## src/rtl/mod_arith_pkg.sv

```systemverilog
// Shared definitions for the modular arithmetic blocks: FSM encoding,
// accumulator width for the default configuration, and modular negation.
package mod_arith_pkg;

    // Sequencer states shared by the reduction front end.
    typedef enum logic [1:0] {
        IDLE = 2'd0,
        RUN  = 2'd1,
        DONE = 2'd2
    } state_e;

    // Plain constant encodings, usable where a bare logic vector is preferred.
    localparam logic [1:0] ST_IDLE = IDLE;
    localparam logic [1:0] ST_RUN  = RUN;
    localparam logic [1:0] ST_DONE = DONE;

    // Accumulator width for the default residue width (one guard bit above N).
    localparam int N_DEFAULT = 4;
    localparam int RW        = N_DEFAULT + 1;

    // (m - r) mod m for 0 <= r < m; zero maps to zero so m is never produced.
    function automatic int unsigned mod_neg(input int unsigned r, input int unsigned m);
        if (r == 0) begin
            return 0;
        end
        return m - r;
    endfunction

endpackage

```

## src/rtl/mod_fold_step.sv

```systemverilog
// One MSB-first fold step: r_next = (2r + b) reduced once by M.
// Relies on r < M on entry, so 2r + b < 2M fits in N+1 bits and a single
// conditional subtract is enough.
module mod_fold_step #(
    parameter int N = 4,
    parameter int M = 13
) (
    input  logic [N:0] r,
    input  logic       b,
    output logic [N:0] r_next
);

    localparam logic [N:0] M_W = (N + 1)'(M);

    logic [N:0] t;

    // Double-and-add, then conditional subtract of the modulus.
    always_comb begin
        t      = {r[N-1:0], b};
        r_next = t;
        if (t >= M_W) begin
            r_next = t - M_W;
        end
    end

endmodule

```

## src/rtl/mod_reduce_seq.sv

```systemverilog
// Sequential binary-to-residue converter. Accepts a W-bit operand, folds it
// into a residue mod M one bit per clock (MSB first), and optionally returns
// the modular negation. Valid/ready handshakes on both sides.
module mod_reduce_seq
    import mod_arith_pkg::*;
#(
    parameter int N = 4,
    parameter int W = 8,
    parameter int M = 13
) (
    input  logic         clk,
    input  logic         rst,
    input  logic         in_valid,
    output logic         in_ready,
    input  logic [W-1:0] x,
    input  logic         s,
    output logic         out_valid,
    input  logic         out_ready,
    output logic [N-1:0] z
);

    localparam int ACC_W = N + 1;
    localparam int CW    = (W > 1) ? $clog2(W) : 1;

    logic [1:0]       state_reg;
    logic [W-1:0]     shift_reg;
    logic [ACC_W-1:0] r_reg;
    logic [CW-1:0]    cnt_reg;
    logic             s_reg;
    logic [N-1:0]     z_reg;

    logic [ACC_W-1:0] r_next;
    logic [N-1:0]     z_next;

    // The shift register presents the current bit at its MSB, which is the
    // same bit as x[cnt] because it shifts left once per fold.
    mod_fold_step #(
        .N (N),
        .M (M)
    ) u_fold (
        .r      (r_reg),
        .b      (shift_reg[W-1]),
        .r_next (r_next)
    );

    // Final result selection: plain residue or its modular negation.
    always_comb begin
        z_next = r_next[N-1:0];
        if (s_reg) begin
            z_next = N'(mod_neg(32'(r_next), 32'(M)));
        end
    end

    // Sequencer: capture in IDLE, fold W bits in RUN, hold result in DONE.
    always_ff @(posedge clk) begin
        if (rst) begin
            state_reg <= ST_IDLE;
            shift_reg <= '0;
            r_reg     <= '0;
            cnt_reg   <= '0;
            s_reg     <= 1'b0;
            z_reg     <= '0;
        end else begin
            case (state_reg)
                ST_IDLE: begin
                    if (in_valid) begin
                        shift_reg <= x;
                        s_reg     <= s;
                        r_reg     <= '0;
                        cnt_reg   <= CW'(W - 1);
                        state_reg <= ST_RUN;
                    end
                end
                ST_RUN: begin
                    r_reg     <= r_next;
                    shift_reg <= shift_reg << 1;
                    cnt_reg   <= cnt_reg - 1'b1;
                    if (cnt_reg == '0) begin
                        z_reg     <= z_next;
                        state_reg <= ST_DONE;
                    end
                end
                ST_DONE: begin
                    if (out_ready) begin
                        state_reg <= ST_IDLE;
                    end
                end
                default: begin
                    state_reg <= ST_IDLE;
                end
            endcase
        end
    end

    assign in_ready  = (state_reg == ST_IDLE);
    assign out_valid = (state_reg == ST_DONE);
    assign z         = z_reg;

endmodule

```

## config.mk

```make
export PLATFORM = sky130hd
export DESIGN_NAME = mod_reduce_seq
export DESIGN_NICKNAME = d
export VERILOG_FILES = /design/src/rtl/mod_arith_pkg.sv /design/src/rtl/mod_fold_step.sv /design/src/rtl/mod_reduce_seq.sv
export SDC_FILE = /design/constraint.sdc
export NUM_CORES = 1
export LEC_CHECK = 0
export CAP_MARGIN = 0
export CELL_PAD_IN_SITES_DETAIL_PLACEMENT = 1
export CELL_PAD_IN_SITES_GLOBAL_PLACEMENT = 1
export CORE_UTILIZATION = 44
export CTS_BUF_LIST = sky130_fd_sc_hd__clkbuf_8
export DETAILED_ROUTE_END_ITERATION = 12
export PLACE_DENSITY_LB_ADDON = 0.1
export SLEW_MARGIN = 40
export SYNTH_ARGS = -nofsm -noshare
export SYNTH_HDL_FRONTEND = slang
export SYNTH_HIERARCHICAL = 1
export SYNTH_SLANG_ARGS = --single-unit
```

## constraint.sdc

```tcl
create_clock -name clk -period 2.8 [get_ports clk]
set_input_delay 0.84 -clock clk [delete_from_list [all_inputs] [get_ports clk]]
set_output_delay 0.84 -clock clk [all_outputs]
set_load 0.05 [all_outputs]
```

==> metrics.cfg <==
[floorplan]
dieArea_mm2 = 0.00283
initial_core_util = 0.465
core_area_mm2 = 0.00248
rows = 18
fp.dieW_um = 53.2
io_pins = 19
die_h_um = 53.2

[placed_design]
dp_cells = 183
place_ws_ns = 0.490
io_buffers = 18
dp_hpwl_mm = 1.88
place_congestion = 0.751

[finish]
fillers = 313
largest_reg_flops = 8
seqCellArea_um2 = 440
multi_input_area_um2 = 648
drive_gt1_frac = 0.0764
final_nets = 176
final_cells = 187
diodes = 0
area_delta_synth_final_pct = 21.1

[yosys]
ys_warn_count = 6
netlist_area_mm2 = 0.00115
synth_nets = 157
synth_area_per_cell_um2 = 8.29
syn_inst = 139

[setup_path]
r2r_start = r_reg[0]
path_cells = and2b_1 -> clkdlybuf4s50_1
crit_required_ns = 1.96
end_kind = output pin
timing.rr.end = z[2]
crit_fanout = 9
cp_slowest_cell = clkdlybuf4s50_1
cp_slowest_stage_delay_ns = 0.80
regToRegSetupSlack_ns = 0.63
start_kind = flop
worstRegToRegCells = 9
path_class = reg -> out
cp.arrival_ns = 1.76

[power_and_ir_drop]
power.internal_uw = 543
p_switching_uw = 228
clkPwrFrac = 0.296
comb_power_share = 0.235
finalPower_uw = 771
power_frac_seq = 0.469
power_density_mw_per_mm2 = 553
leakagePower_nw = 0.517
vdd_drop_max_uv = 371
p_sw_frac = 0.296

[outcome]
status = finished, final reports clean

[run]
maxCapViolCount = 0

[clock_network]
clk-insertion-delay-late_ns = 0.26
cts_setup_buffers = 0
cts_max_path_buffers = 2
cts_tree = built
path_clk_slew_ns = 0.08
h-tree-depth = 1
numCtsBuffers = 3
ctsHoldBuffers = 0
root_buffer = clkbuf_8
cts.sink_count = 22
cts_resized = 0

[route]
ant_nets = 0
drtIter0Drc = 14
via_per_inst = 5.66
post_drt_wl_per_cell_um = 13.5
wirelength_mm = 2.52
drt_first_pass_iters = 4
vias = 1058
route.detailed.drc = 0

[worst_hold_path]
whs_path_depth = 2
hold_start = z[2]
hold_class = reg -> reg
hold_end = z[2]

[sta]
fin_crit_ns = 2.60
setup_tns_ns = 0
rsz0062_at_grt = no
slew-limit-headroom = 0.670
skew_ns = 0.00152
max_freq_ghz = 0.385
timing_hold_violations_final = 0
tightest_slew_ns = 0.493
post-route-period-util = 0.928
hold_ws_ns = 0.461
slew_viol_final = 0
setup_viol = 0
worst_slack_ns = 0.201

[grt]
grt_pass1_vias = 966
antenna_found_initial = 0
grt_use_total = 0.206
grt_start_max_net_pins = 16
grt_pass1_wl_mm = 4.19
gr-total-overflow = 0

[cell usage in the layout, fill, tap and decap left out, types with 2 or more instances in the layout]
master / instances
nor2_1: 23
dfxtp_1: 22
nand2_1: 21
clkdlybuf4s50_1: 18
a21oi_1: 8
a311oi_1: 8
inv_1: 5
o21ai_0: 5
ha_1: 5
nand2b_1: 4
a22oi_1: 4
clkbuf_8: 4
nand3b_1: 3
nand3_1: 2
a221oi_1: 2
buf_4: 2
o31a_1: 2
[worst max path at each step]
stage	endpoint	cells after the start	startpoint	slack, ns
2_1_floorplan	in_ready	1	state_reg[1]	0.87
3_3_place_gp	out_valid	2	state_reg[1]	0.52
3_5_place_dp	out_valid	2	state_reg[1]	0.49
4_1_cts	out_valid	2	state_reg[1]	0.19
5_1_grt	out_valid	2	state_reg[1]	0.14
6_report	out_valid	2	state_reg[1]	0.20
[layer usage]
metal  global-route usage  vias up  part of all wire
met3               0.0517        4             0.021
met1                0.244      511              0.45
met4               0.0789        0             0.010
met5                    0        -                 0
li1                     -      529                 -
met2                0.354       14              0.51
[cell type report]
| type | instances | share of cell area |
|---|---|---|
| multi-input combinational | 106 | 0.465 |
| sequential | 22 | 0.316 |
| timing repair buffer | 20 | 0.140 |
| clock buffer | 4 | 0.0395 |
| tap | 30 | 0.0269 |
| inverter | 5 | 0.0135 |
[stage by stage]
step                      cell area [um^2]  utilization
after floorplan                       1150            -
after global placement                1340        0.541
after detailed placement              1340        0.541
after CTS                             1400        0.563
after global routing                  1400        0.563
final                                 1400        0.563
[power by group through the flow]
stage          Clock [mW]  Sequential (mW)  Combinational [mW]
2_1_floorplan           0            0.370               0.131
3_3_place_gp            0            0.367               0.174
3_5_place_dp            0            0.369               0.182
4_1_cts             0.238            0.362               0.184
5_1_grt             0.249            0.366               0.202
6_report            0.228            0.362               0.181
[critical path, delay by kind of cell, from the launching register on]
family,cells,cell delay (ns)
AND/OR/NAND/NOR,1,0.19
flip-flops,1,0.50
buffers and inverters,1,0.80
Power figures use the tool's default switching activity.
==> RTL change: new RTL, same flow settings <==
`N` is set to 4 in 2 places; all go to 3.
--- a/src/rtl/mod_fold_step.sv
+++ b/src/rtl/mod_fold_step.sv
@@ -2,7 +2,7 @@
 // Relies on r < M on entry, so 2r + b < 2M fits in N+1 bits and a single
 // conditional subtract is enough.
 module mod_fold_step #(
-    parameter int N = 4,
+    parameter int N = 3,
     parameter int M = 13
 ) (
     input  logic [N:0] r,
--- a/src/rtl/mod_reduce_seq.sv
+++ b/src/rtl/mod_reduce_seq.sv
@@ -4,7 +4,7 @@
 module mod_reduce_seq
     import mod_arith_pkg::*;
 #(
-    parameter int N = 4,
+    parameter int N = 3,
     parameter int W = 8,
     parameter int M = 13
 ) (
Interface: changed (resized z); port bits go from 19 to 18. The function was not compared with the original's and may differ.
==> RTL change against the original RTL <==
Cell count down 20%. Critical path depth unchanged. Sequential cell count down 2. Cell area down 12%. Worst setup slack better by 0.043 ns. Area after synthesis down 16%. Wire length down 19%. Clock power up 25%. Total power up 0.78%. Combinational power down 9%. Core utilization up 4.3 points. Critical endpoint unchanged. Highest routed layer unchanged.
==> RTL change: results (changes against the original RTL) <==
Power
The switching power share of the total was 26.4% (was 29.6%). The peak supply drop is 0.353 mV (was 0.371 mV). The leakage power of the design was 0.464 nW (was 0.517 nW).

Hold path
The hold path startpoint is cnt_reg[0] (was z[2]). The hold-critical path depth came to 1 (was 2). The path class of the lowest-slack min-delay path is reg -> reg (unchanged). The hold-critical path endpoint is cnt_reg[0] (was z[2]).

Route
The total vias in the final route is 810 (was 1058). The number of vias per cell is 5.44 (was 5.66). The number of nets still failing antenna checks after routing was 0 (unchanged). The average wire per cell in the routed design is 13.8 um (was 13.5 um). The first-pass iteration count of the detailed router is 4 (unchanged). The count of routing violations after the opening detailed-route iteration is 4 (was 14).

GRT
The maximum number of pins on one net before global-route repair is 21 (was 16). The total track usage came to 20.2% (was 20.6%). The number of antenna violations at the first check in global routing is 0 (unchanged). The global-route wire length before repair came to 3780 um (was 4190 um). The number of global-route vias before repair is 874 (was 966).

Timing
The worst-case clock skew was 0.00223 ns (was 0.00152 ns). The count of endpoints failing hold in the final timing report is 0 (unchanged). The headroom to the max-slew limit is 47.5% (was 67.0%). The total count of max-transition violations in the final report was 0 (unchanged). The worst hold slack was 0.472 ns (was 0.461 ns).

Yosys
The mean post-synth cell area is 9.27 sq um (was 8.29 sq um). The number of synthesis warnings came to 6 (unchanged). The number of nets produced by synthesis was 122 (was 157).

Finish
The fraction of layout cells with a size suffix above 1 came to 9.84% (was 7.64%). The count of filler cells inserted in the layout is 234 (was 313). The number of flip-flops under the largest register name is 8 (unchanged). The final layout net count is 140 (was 176). The diode insertion count for antenna repair is 0 (unchanged).

Clocking
The number of buffers added by the clock tree synthesis step is 3 (unchanged). The number of gates resized after CTS is 0 (unchanged). The maximum clock path buffer count is 2 (unchanged). The clock edge transition at the registers on the reported setup and hold paths is 0.08 ns (about the same). The clock network latency to the later pin of the worst-skew pair is 0.25 ns.

The CTS root buffer is clkbuf_8 (unchanged). The number of H-tree branching levels came to 1 (unchanged). The number of buffers added for setup after CTS came to 0 (unchanged).

Critical path
The cell family contributing the most delay on the critical path is buffers and inverters (unchanged). The largest incremental delay on the critical path is 0.82 ns (was 0.80 ns). The slowest cell on the critical path is clkdlybuf4s50_1 (unchanged). The register-to-register setup slack is 0.60 ns (was 0.63 ns). The cell depth of the worst flop-to-flop path is 8 (was 9). The worst setup path startpoint is state_reg[1] (unchanged). The arrival time at the worst endpoint is 1.72 ns (was 1.76 ns).

The launch instance of the worst register-to-register path is shift_reg[7] (was r_reg[0]). The maximum fanout encountered on the critical timing path was 8 (was 9). The endpoint of the lowest-slack register-to-register path is z[0] (was z[2]).

Job
The reported max-cap violation count is 0 (unchanged).

Place
The placed wire-length estimate came to 1460 um (was 1880 um). The count of input and output buffers came to 17 (was 18). The cell area reported after detailed placement is 1150 sq um (was 1340 sq um).

The instance count after placement with tap cells included came to 145 (was 183). The placer congestion estimate is 0.761 (was 0.751).

Run status
Run status: finished, final reports clean (unchanged).
-- RTL change: how the worst max path moves through the flow --
| stage | end | slack (ns) |
|---|---|---|
| 2_1_floorplan | out_valid | 0.81 |
| 3_3_place_gp | out_valid | 0.57 |
| 3_5_place_dp | out_valid | 0.53 |
| 4_1_cts | out_valid | 0.23 |
| 5_1_grt | out_valid | 0.15 |
| 6_report | out_valid | 0.24 |
-- RTL change: cell type report --
type	count	area (sq um)	share of cell area, %
multi-input cells	72	515	42.0
flip-flops and latches	20	400	32.7
repair buffers	18	175	14.3
clock buffers	3	41.3	3.37
well taps	27	33.8	2.76
clock inverters	1	30.0	2.45
inverters	8	30.0	2.45
-- RTL change: worst reg2reg max path: stages, from the launching register on --
cell	delay, ns
dfxtp_1	0.39
inv_1	0.09
ha_1	0.22
nand2b_1	0.11
and3_4	0.20
mux2i_1	0.43
nor3_1	0.09
or3_1	0.32
a311oi_1	0.26
-- RTL change: routing by layer --
layer,share of wire (%),GRT usage (%)
met1,45,22.9
met2,52,38.7
met3,2.3,3.74
met4,0.54,4.41
met5,0,0
-- RTL change: power groups by stage --
stage	Combinational (mW)	Sequential [mW]	Clock, mW
2_1_floorplan	0.107	0.340	0
3_3_place_gp	0.155	0.332	0
3_5_place_dp	0.163	0.333	0
4_1_cts	0.167	0.327	0.292
5_1_grt	0.184	0.330	0.302
6_report	0.165	0.327	0.285
-- RTL change: metrics by stage --
step,util [%],setup slack (ns)
2_1_floorplan,-,0.814
3_5_place_dp,57.1,0.530
4_1_cts,60.6,0.233
6_report,60.6,0.244
3_3_place_gp,57.1,0.565
5_1_grt,60.6,0.153
